--- src/rtl/output_port_scheduler.sv ---
// Purpose : four-input round-robin scheduler. It pops one single-flit packet per grant
//           into a one-entry output register and drains that register with valid/ready.
// Latency : req seen with space in cycle n -> gnt in cycle n (Mealy) -> out_valid in cycle n+1.
// Backpres: the register accepts a new packet only when it is empty or draining this cycle.
//           While it is stalled, gnt stays 0 and out_data holds.
// Ports   : clk, rst_n (synchronous, active-HIGH despite the name), en (arbitration enable),
//           req[3:0] / data0..data3 (heads of the input buffers), gnt[3:0] (one-hot pop strobe),
//           out_valid / out_data / out_ready (downstream handshake), pkt_cnt (packets handed off).
module output_port_scheduler #(
   parameter int DATA_W = 64,
   parameter int CNT_W  = 16
) (
   input  logic              clk,
   input  logic              rst_n,
   input  logic              en,
   input  logic [3:0]        req,
   input  logic [DATA_W-1:0] data0,
   input  logic [DATA_W-1:0] data1,
   input  logic [DATA_W-1:0] data2,
   input  logic [DATA_W-1:0] data3,
   output logic [3:0]        gnt,
   output logic              out_valid,
   output logic [DATA_W-1:0] out_data,
   input  logic              out_ready,
   output logic [CNT_W-1:0]  pkt_cnt
);

   typedef enum logic {
      EMPTY = 1'b0,
      FULL  = 1'b1
   } state_t;

   state_t            state;
   state_t            state_next;
   logic [1:0]        ptr;
   logic [1:0]        winner;
   logic [1:0]        idx;
   logic              found;
   logic              space;
   logic              xfer;
   logic              grant;
   logic [DATA_W-1:0] win_data;

   assign out_valid = (state == FULL);
   assign space     = !out_valid || out_ready;
   assign xfer      = out_valid && out_ready;
   // rst_n is active-high: no grant may pop a buffer while reset is asserted.
   assign grant     = en && space && (|req) && !rst_n;
   assign gnt       = grant ? (4'b0001 << winner) : 4'b0000;

   // Rotating priority search. It starts at ptr and takes the first requester
   // in ptr, ptr+1, ... order, so idle inputs cost no cycle. The 2-bit index
   // wraps modulo 4 on its own.
   always_comb begin
      winner = ptr;
      found  = 1'b0;
      idx    = ptr;
      for (int k = 0; k < 4; k++) begin
         idx = ptr + 2'(k);
         if (!found && req[idx]) begin
            found  = 1'b1;
            winner = idx;
         end
      end
   end

   always_comb begin
      win_data = data0;
      case (winner)
         2'd0:    win_data = data0;
         2'd1:    win_data = data1;
         2'd2:    win_data = data2;
         default: win_data = data3;
      endcase
   end

   // EMPTY/FULL tracks whether the output register is occupied.
   // A grant always fills it. A transfer without a grant empties it.
   // A transfer together with a grant keeps it FULL: back-to-back, one packet per cycle.
   always_comb begin
      state_next = state;
      case (state)
         EMPTY:   if (grant) state_next = FULL;
         FULL:    if (xfer && !grant) state_next = EMPTY;
         default: state_next = EMPTY;
      endcase
   end

   always_ff @(posedge clk) begin
      if (rst_n) begin
         // A packet still held in the register is dropped without being counted.
         state    <= EMPTY;
         ptr      <= 2'd0;
         out_data <= '0;
         pkt_cnt  <= '0;
      end else begin
         state <= state_next;
         // out_data changes only on a load. It keeps its last value after draining.
         if (grant) begin
            out_data <= win_data;
            ptr      <= winner + 2'd1;
         end
         if (xfer) begin
            pkt_cnt <= pkt_cnt + CNT_W'(1);
         end
      end
   end

endmodule

--- config.mk ---
export PLATFORM = sky130hd
export DESIGN_NAME = output_port_scheduler
export DESIGN_NICKNAME = d
export VERILOG_FILES = /design/src/rtl/output_port_scheduler.sv
export SDC_FILE = /design/constraint.sdc
export NUM_CORES = 1
export LEC_CHECK = 0
export CAP_MARGIN = 20
export CORE_AREA = 2 2 134 136
export CTS_CLUSTER_SIZE = 14
export DETAILED_ROUTE_END_ITERATION = 10
export DIE_AREA = 0 0 136 138
export PLACE_DENSITY_LB_ADDON = 0.12
export SLEW_MARGIN = 5
export SYNTH_ARGS = -nofsm -noshare
export SYNTH_HDL_FRONTEND = slang
export SYNTH_SLANG_ARGS = --single-unit
--- constraint.sdc ---
create_clock -name clk -period 2.59 [get_ports clk]
set_input_delay 0.518 -clock clk [delete_from_list [all_inputs] [get_ports clk]]
set_output_delay 0.518 -clock clk [all_outputs]
set_load 0.01 [all_outputs]
* Yosys cells after proc, flatten, opt, wreduce, memory -nomap -nowiden
Cells that the tools add are included.
Cells by class: add/sub/neg operators 5, order comparisons 4, eq/ne operators 2, shift operators 1, multiplexer cells 19, bitwise logic cells 1, reduce and logical (&&, ||, !) cells 17
Operators by type and width (number):
- case mux 64 bit (3 select lines) | 1
- adder 16 x 1 -> 16 bit, second input constant | 1
- less-than comparator 2 x 3 -> 1 bit, second input constant | 4
- two-way mux 1 bit | 9
- binary-select mux 1 bit (select 2 bit) | 4
- logical AND 1 bit | 8
- logical NOT 1 bit | 6
- two-way mux 2 bit | 3
- adder 2 x 1 -> 2 bit, second input constant | 2
- adder 2 bit, second input constant | 2
- two-way mux 4 bit | 1
- OR reduction 4 bit | 1
- << shifter 1 x 2 -> 4 bit, first input constant | 1
- == test 2 x 1 -> 1 bit, second input constant | 1
- == test 2 bit, second input constant | 1
- logical NOT 2 bit | 1
- case mux 1 bit (2 select lines) | 1
- logical OR 1 bit | 1
- inverter 1 bit | 1
Word-level totals: flip-flop bits (word level) 83, input port bits 264, output and inout bits 85

* Depth between registers and ports, before layout
Gate-level depths: netlist (run 1).
word-level depth 14, gate-level depth with buffers 11

* Worst setup path after synthesis (run 1)
Ideal clock, no wire load.
kind input -> output, start point in req[2], end point out gnt[0], arrival 2.102 ns, data required time 2.072 ns, path slack -0.030 ns, cell stages on the path 8, path buffers 2, cells stage by stage nor2b_1 a221o_1 o22a_1 inv_1 ha_1 clkbuf_1 buf_1 and2_1
Between the ends: word-level cells in the longest chain between the ends 14
Ends and longest elaborated chain:
- from (decl) | RTL line 16 | input logic [3:0] req,
- binary-select mux 1 bit (select 2 bit) | RTL line 60 | if (!found && req[idx]) begin
- two-way mux 1 bit (implied by the code) | RTL line 60
- two-way mux 1 bit | RTL line 60
- logical NOT 1 bit | RTL line 60
- logical AND 1 bit | RTL line 60
- two-way mux 1 bit | RTL line 60
- logical NOT 1 bit | RTL line 60
- logical AND 1 bit | RTL line 60
- two-way mux 1 bit | RTL line 60
- logical NOT 1 bit | RTL line 60
- logical AND 1 bit | RTL line 60
- two-way mux 2 bit | RTL line 60
- << shifter 1 x 2 -> 4 bit | RTL line 49 | assign gnt = grant ? (4'b0001 << winner) : 4'b0000;
- two-way mux 4 bit * | RTL line 49
- to (decl) | RTL line 21 | output logic [3:0] gnt,
Mark *: on every way between the ends. The rest lies on a longest branch, timed or not. The select of a mux whose other input is x is not followed.

* Worst setup path in the final report (run 1)
start point in req[1], end point out gnt[3]
Same word-level chain as after synthesis.

==> impl_metrics.toml, run 1 <==
[outcome]
outcome = "finished, final reports clean"

[global_routing]
grt_max_degree = 84
grt_overflow = 0
grt_pass1_vias = 5556
grt_usage = 0.198
grt_pass1_wl_um = 29500
antenna_found_initial = 0

[logic_synthesis]
syn_area_per_cell_um2 = 7.56
synth.most_common_cell = "nand2_1"
ys_top_cells_by_area = "dfxtp_1 (35%), a222oi_1 (14%), nand2_1 (11%), o21ai_0 (9.7%), nand2b_1 (8.7%)"
synth-edff-count = 0
synthTopCellsByCount = "nand2_1 (136), o21ai_0 (92), dfxtp_1 (83), nand2b_1 (66), a222oi_1 (64)"
ys_warn_count = 0
synth_fp_nets = 895
async_reset_ff_frac = 0
synth_cell_types = 37
post-synth-top-area-fraction = 0.352
syn_area_um2 = 4730
yosysTopAreaCell = "dfxtp_1"
yosysSeqAreaShare = 0.352
syn_inst = 625
ys.flop_type = "dfxtp_1"
synth-seq-cells = 83

[finish]
fin_area_um2 = 8860
multi_input_area_um2 = 2800
seqCellArea_um2 = 1660
n_antenna_cell = 0
final_layout_size_suffix_gt1_frac = 0.0693
synthToLayoutAreaGrowth_pct = 87.4
instances_no_fill = 1196
n_fill_cell = 1766
fin_nets = 1233

[placed_design]
hpwlAfterDp_um = 14400
port_buffers = 348
gp_congestion = 0.766
place_area_um2 = 8570
dp_cells = 1178

[clock_tree]
cts_root_buf = "clkbuf_16"
htree_levels = 3
cts.sinks = 83
path_clk_slew_ps = 60
numCtsBuffers = 9
cts_tree = "built"
clockBufferDepth = 2
hold_buffers = 0
clk_latency_ps = 330

[setup_path]
r2r_setup_slack_ps = 230
cp_top_family = "compound AO/OA/AOI/OAI gates"
critPathBufInv = 3
r2r_start = "ptr[0]$_SDFFE_PP0P_"
crit_required_ps = 2070
worstSetupPathType = "input pin to output port"
critical_path.cell_chain = "dlygate4sd2_1 > nor2_1 > a221o_1 > o22a_2 > buf_4 > ha_1 > and2_1 > buf_2"
crit_fanout = 3
cp-start-kind = "input pin"
slowest_stage = "a221o_1"
worstPathArrival_ps = 2010
crit_path_max_incr_delay_ps = 340
r2r_end = "out_data[1]$_SDFFE_PP0P_"
ff2ff_path_depth = 11
cp-end-kind = "output port"

[sta]
finalClockSkew_ps = 5.40
worst_pin_slew_ps = 734
slew_headroom = 0.510
maxSlewViolCount = 0
hold_violations = 0
finalCritPeriodShare = 0.975
rsz0062_at_grt = "false"
fmax_mhz = 396
setup_violations = 0
min_period_ps = 2520

[die]
die_x_um = 136
core_um2 = 17500
rows = 49
io_pins = 349
initial_core_util = 0.270
die_h_um = 138
die-area_um2 = 18800

[routing]
final_antenna_net_count = 0
drt_iter0_drc = 425
drc = 0
first_pass_iters = 7
via_per_inst = 4.85
wl_per_cell_um = 15.9
dr_total_vias = 5798
drt-total-wl_um = 19100

[power_and_ir_drop]
ir_drop_mv = 0.290
p_per_area_nw_per_um2 = 490
p_leak_nw = 3.15

[hold_path]
hold_class = "flop to flop"
hold_end = "out_data[41]$_SDFFE_PP0P_"
hp-start = "out_data[41]$_SDFFE_PP0P_"
min_path_cells = 2

[job]
cap_violations = 0
-- stage by stage --
stage	setup TNS, ps	power, mW	util	hold WS (ps)	setup slack (ps)
final	0	4.34	0.505	465	65.8
after global routing	0	4.61	0.505	490	9.61
after CTS	0	4.41	0.505	468	4.92
after detailed placement	-28250	3.14	0.489	452	-622
after floorplan	0	2.19	-	476	57.9
after global placement	-27460	3.14	0.489	452	-610
-- logic make-up (layout without fill, tap and decap cells) --
logic type	count (synthesis)	count (layout)	share of synthesized area
xor+xnor	10	10	0.0185
flops	83	83	0.352
mux	2	2	0.00424
simple gates	251	251	0.253
buf+inv	64	406	0.0625
compound gates	209	209	0.294
fa+ha+maj	6	6	0.0159
-- state kept, by name, summed over array words and instances (netlist names) --
register   flops
out_data      64
out_valid      1
pkt_cnt       16
ptr            2
-- tightest hold or removal path, stage by stage (launching register included) --
cell and delay, ps:
dfxtp_1 310, nand2b_1 60, o21ai_1 50
-- worst max path at each step --
stage,start,cells past startpoint,to
finish,req[1],8,gnt[3]
global route,req[1],8,gnt[3]
CTS,req[2],8,gnt[3]
detailed placement,req[0],8,gnt[1]
global placement,req[0],8,gnt[1]
floorplan,req[2],8,gnt[1]
-- layout make-up --
type,instances,share of cell area
repair buffers,387,0.430
multi-input cells,478,0.317
flip-flops and latches,83,0.188
well taps,229,0.0324
clock buffers,13,0.0305
inverters,4,0.00170
clock inverters,2,0.00113
-- cell usage in the layout, fill, tap and decap left out, types with 2 or more instances in the layout --
master             n
clkdlybuf4s50_1  339
ha_1               2
nor2b_1            3
or3_1              2
nand4_1            5
clkinv_2           2
xor2_1             5
clkbuf_16          9
buf_6              2
mux2i_1            2
dlygate4sd2_1      2
nand2_1          136
ha_2               2
buf_4             32
clkbuf_8           3
nor2_1            16
inv_1              3
ha_4               2
and3_1             3
nand3_1            5
nor3_1             2
a21oi_1            7
o21ai_1           44
clkbuf_2           2
buf_2              5
nand2b_1          66
a222oi_1          64
or4_1              3
xnor2_1            5
dfxtp_1           83
and2_1             5
buf_12             5
o21ai_0           88
-- per-layer routing --
layer,GRT usage,vias up,part of all wire
met1,0.226,2607,0.39
met3,0.0550,18,0.094
met4,0.0609,0,0.017
li1,-,2947,-
met5,0,-,0
met2,0.354,226,0.50
-- repair_timing --
action                     4_1_cts  5_1_grt
pin swaps                        2        4
setup endpoints to repair       53       54
resized for setup               23       10
cloned                           0        0
setup buffers                    3        0
-- power breakdown --
group	leakage (nW)	switching (mW)	total (mW)	internal, mW
logic	2.33	0.699	1.63	0.931
clock network	0.141	0.510	1.23	0.721
registers	0.679	0.0698	1.48	1.41
total	3.15	1.28	4.34	3.06
Power figures use the tool's default switching activity.
==> run 2, diff against run 1 <==
- CORE_AREA: 2 2 134 136 -> 3 3 135 137
- DIE_AREA: 0 0 136 138 -> 0 0 138 140
==> run 2 against run 1 <==
Routed wire length up 4.9%. Via count down 0.19%. Power up 3.4%. Clock-buffer cell count down 3. Die area up 2.9%. Critical endpoint is now gnt[2].
==> impl_metrics.toml, run 2 (synthesis gave the netlist of run 1 again) <==
[clock_tree]
post_cts_buffers = 0
htree_levels = 3
numCtsBuffers = 9
cts.sinks = 83
clockBufferDepth = 2
clk_latency_ps = 340
cts_tree = "built"
cts_root_buf = "clkbuf_16"
path_clk_slew_ps = 60

[setup_path]
cp-startpoint = "req[1]"
cp-endpoint = "gnt[2]"
cp-start-kind = "input pin"
r2r_end = "out_data[1]$_SDFFE_PP0P_"
crit_fanout = 4
worstPathArrival_ps = 1990
r2r_setup_slack_ps = 260
cp-end-kind = "output port"
worstSetupPathType = "input pin to output port"
ff2ff_path_depth = 10
crit_required_ps = 2070
r2r_start = "ptr[0]$_SDFFE_PP0P_"

[finish]
final_common_cell = "clkdlybuf4s50_1"
final_cell_mix = "clkdlybuf4s50_1 (339), nand2_1 (136), o21ai_0 (92)"
largest_register_ff_count = 64
reg_top3 = "out_data x64, pkt_cnt x16, ptr x2"
final_layout_size_suffix_gt1_frac = 0.0624
fin_nets = 1226
top_register = "out_data"
synthToLayoutAreaGrowth_pct = 86.5
n_antenna_cell = 0

[power_and_ir_drop]
power_frac_clock = 0.313
p_leak_nw = 3.12
ir_drop_mv = 0.312
power_frac_seq = 0.330
p_per_area_nw_per_um2 = 509
finalPower_mw = 4.49
p_int_mw = 3.19
combPwrFrac = 0.357
p_sw_mw = 1.30
swShare = 0.290

[sta]
finalCritPeriodShare = 0.968
finalClockSkew_ps = 7.02
setup_violations = 0
fmax_mhz = 399
fin_ws_ps = 83.6
maxSlewViolCount = 0
slew_headroom = 0.513
hold_violations = 0
worst_hold_slack_ps = 461
rsz0062_at_grt = "false"
setup_tns_ps = 0
worst_pin_slew_ps = 731
min_period_ps = 2510

[global_routing]
grt_usage = 0.196
grt_pass1_vias = 5682
grt_overflow = 0
grt_max_degree = 84
grt_pass1_wl_um = 30700
antenna_found_initial = 0

[outcome]
outcome = "finished, final reports clean"

[die]
initial_core_util = 0.275
die-area_um2 = 19300
rows = 48
die_x_um = 138
core_um2 = 17200
io_pins = 349
die_h_um = 140

[placed_design]
port_buffers = 348
place_ws_ps = -596
hpwlAfterDp_um = 15400
gp_congestion = 0.831

[routing]
drc = 0
wl_per_cell_um = 16.9
first_pass_iters = 6
drt_iter0_drc = 484
via_per_inst = 4.88
drt-total-wl_um = 20000
dr_total_vias = 5787
final_antenna_net_count = 0

[job]
cap_violations = 0

[hold_path]
hold_class = "flop to flop"
[run 2: cell count changes in the layout (fill, tap and decap cells not counted), sizes merged]
cell,change
buf,-7
clkbuf,-3
clkinvlp,+2
bufinv,+2
[run 2: how the worst min path moves through the flow]
stage	start	endpoint	cells past startpoint
floorplan	ptr[0]$_SDFFE_PP0P_	ptr[0]$_SDFFE_PP0P_	2
global placement	out_data[18]$_SDFFE_PP0P_	out_data[18]$_SDFFE_PP0P_	2
detailed placement	out_data[36]$_SDFFE_PP0P_	out_data[36]$_SDFFE_PP0P_	2
CTS	out_data[45]$_SDFFE_PP0P_	out_data[45]$_SDFFE_PP0P_	2
global route	out_data[45]$_SDFFE_PP0P_	out_data[45]$_SDFFE_PP0P_	2
finish	out_data[45]$_SDFFE_PP0P_	out_data[45]$_SDFFE_PP0P_	2
[run 2: metrics by stage]
stage / instance area (µm²) / util / instances
global route: 8810 / 0.513 / 1186
global placement: 8510 / 0.495 / 1170
CTS: 8810 / 0.513 / 1186
floorplan: 4730 / - / 625
detailed placement: 8510 / 0.495 / 1170
finish: 8810 / 0.513 / 1186
[run 2: per-layer routing]
| metal | vias to the layer above | routed length, µm | global-route usage |
|---|---|---|---|
| li1 | 2930 | - | - |
| met1 | 2617 | 7900 | 0.227 |
| met2 | 222 | 10300 | 0.356 |
| met3 | 18 | 1480 | 0.0546 |
| met4 | 0 | 274 | 0.0499 |
| met5 | - | 0 | 0 |
[run 2: repair_timing]
item	in CTS	in global routing
gates resized for setup	20	7
pin swaps	3	2
hold endpoints to repair	0	0
hold buffers	0	0
endpoints found under the setup margin	68	48
[run 2: power by group through the flow]
stage          clock (mW)  combinational (mW)  sequential [mW]
2_1_floorplan           0               0.626             1.57
3_3_place_gp            0                1.62             1.51
3_5_place_dp            0                1.62             1.51
4_1_cts              1.45                1.62             1.48
5_1_grt              1.50                1.75             1.50
6_report             1.40                1.60             1.48
[run 2: critical path, cell delays in order]
cell and delay, ps:
dlygate4sd2_1 240, nor2_1 50, a221o_1 340, o22a_1 220, buf_4 150, ha_2 190, and2_1 130, buf_2 140
[run 2: layout make-up]
| type | count | area [µm²] |
|---|---|---|
| Inverter | 4 | 15.0 |
| Tap cell | 225 | 282 |
| Timing Repair Buffer | 380 | 3730 |
| Clock inverter | 6 | 88.8 |
| Multi-Input combinational cell | 478 | 2790 |
| Fill cell | 1705 | 8360 |
| Sequential cell | 83 | 1660 |
| Clock buffer | 10 | 239 |
==> run 3, diff against run 2 <==
- CELL_PAD_IN_SITES_DETAIL_PLACEMENT: default -> 1
- CELL_PAD_IN_SITES_GLOBAL_PLACEMENT: default -> 1
- CORE_AREA: 3 3 135 137 -> 3 3 155 157
- DIE_AREA: 0 0 138 140 -> 0 0 158 160
- TNS_END_PERCENT: default -> 30
==> run 3 against run 2 <==
Via count grew 1.5%. Sequential cell count is the same. Die area grew 31%. Power shrank 0.17%. Worst hold slack is essentially flat. Combinational power is essentially flat. Cell area grew 0.68%. Critical endpoint is now gnt[3]. Largest cell class unchanged.
==> impl_metrics.toml, run 3 (synthesis gave the netlist of run 1 again) <==
[finish]
final_common_cell = "clkdlybuf4s50_1"
synthToLayoutAreaGrowth_pct = 87.8
postLayoutCoreUtil = 0.392
fin_area_um2 = 8870
largest_register_ff_count = 64
final_cell_mix = "clkdlybuf4s50_1 (339), nand2_1 (136), o21ai_0 (91)"
reg_top3 = "out_data x64, pkt_cnt x16, ptr x2"
final_layout_size_suffix_gt1_frac = 0.0607
top_register = "out_data"
fin_nets = 1221

[routing]
wl_per_cell_um = 18.1
via_per_inst = 4.73
drt_iter0_drc = 425
first_pass_iters = 8
dr_total_vias = 5872
final_antenna_net_count = 0
drc = 0
drt-total-wl_um = 22500

[sta]
finalCritPeriodShare = 0.980
min_period_ps = 2540
setup_tns_ps = 0
hold_violations = 0
setup_violations = 0
worst_hold_slack_ps = 461
worst_pin_slew_ps = 780
finalClockSkew_ps = 9.39
slew_headroom = 0.480
fmax_mhz = 394
rsz0062_at_grt = "true"
maxSlewViolCount = 0

[clock_tree]
numCtsBuffers = 9
clk_latency_ps = 340
htree_levels = 3
clockBufferDepth = 2
cts_root_buf = "clkbuf_16"
cts_tree = "built"
path_clk_slew_ps = 70
cts.sinks = 83

[outcome]
outcome = "finished, final reports clean"

[global_routing]
grt_pass1_wl_um = 33700
grt_overflow = 0
grt_pass1_vias = 5926
grt_max_degree = 84
grt_usage = 0.171
antenna_found_initial = 1

[die]
rows = 55
core_um2 = 22600
die_h_um = 160
io_pins = 349
die_x_um = 158
die-area_um2 = 25300
initial_core_util = 0.209

[hold_path]
hold_class = "flop to flop"

[setup_path]
crit_required_ps = 2070
crit_fanout = 5
crit_path_max_incr_delay_ps = 270
cp-end-kind = "output port"
slowest_stage = "o22a_2"
worstSetupPathType = "input pin to output port"
critPathBufInv = 3
cp_top_family = "compound AO/OA/AOI/OAI gates"
critical_path.cell_chain = "clkdlybuf4s15_2 > nor2b_2 > a221o_1 > o22a_2 > buf_4 > ha_1 > and2_1 > buf_2"
cp-start-kind = "input pin"
worstPathArrival_ps = 2020

[power_and_ir_drop]
ir_drop_mv = 0.222
p_leak_nw = 3.10
p_per_area_nw_per_um2 = 505

[placed_design]
place_area_um2 = 8560
gp_congestion = 0.780
port_buffers = 348
hpwlAfterDp_um = 17300

[job]
cap_violations = 0
-- run 3: cell count changes in the layout (fill, tap and decap cells not counted), sizes merged --
| cell | delta |
|---|---|
| inv | +4 |
| dlygate4sd2 | -1 |
| clkinvlp | -2 |
| clkdlybuf4s15 | +1 |
| clkbuf | -1 |
| buf | -5 |
| diode | +1 |
| bufinv | -1 |
-- run 3: metal layers --
layer	global-route usage	up-vias	share of wire
li1	-	2929	-
met1	0.204	2700	0.40
met2	0.291	223	0.49
met3	0.0534	20	0.087
met4	0.0512	0	0.019
met5	0	-	0
-- run 3: where the power goes --
group	internal [mW]	total, mW	switching, mW
clock	0.766	1.36	0.592
sequential	1.41	1.49	0.0787
combinational	0.908	1.63	0.726
-- run 3: layout make-up --
type | count | area (µm²)
repair buffers | 375 | 3720
flip-flops and latches | 83 | 1660
inverters | 4 | 15.0
clock buffers | 9 | 225
clock inverters | 7 | 82.6
well taps | 285 | 357
diodes | 1 | 2.50
multi-input cells | 478 | 2810
fillers | 2712 | 13800
-- run 3: worst min-delay path: cells and delay by family, from the launching register on --
family             cells  cell delay, ps
DFF                    1             310
and+or+nand+nor        1              60
AOI/OAI and AO/OA      1              50
-- run 3: what timing repair did --
item,4_1_cts,5_1_grt
buffers inserted,1,0
gates cloned,0,0
pin swaps,2,3
setup endpoints to repair,68,37
hold buffers,0,0
gates resized for setup,26,7
-- run 3: path summary, 6_finish.rpt --
check / start / endpoint / slack, ps / cells after the start
worst max register to register: ptr[0]$_SDFFE_PP0P_ / out_data[40]$_SDFFE_PP0P_ / 230 / 10
worst max-delay path: req[2] / gnt[3] / 50 / 8
worst min register to register: out_data[24]$_SDFFE_PP0P_ / out_data[24]$_SDFFE_PP0P_ / 460 / 2
worst min-delay path: out_data[24]$_SDFFE_PP0P_ / out_data[24]$_SDFFE_PP0P_ / 460 / 2
-- run 3: per-stage QoR --
stage	total power [mW]	cells	worst slack [ps]
3_3_place_gp	3.17	1224	-684
4_1_cts	4.58	1241	4.97
6_report	4.48	1242	52.2
2_1_floorplan	2.19	625	-26.5
3_5_place_dp	3.17	1224	-722
5_1_grt	4.77	1242	-6.37
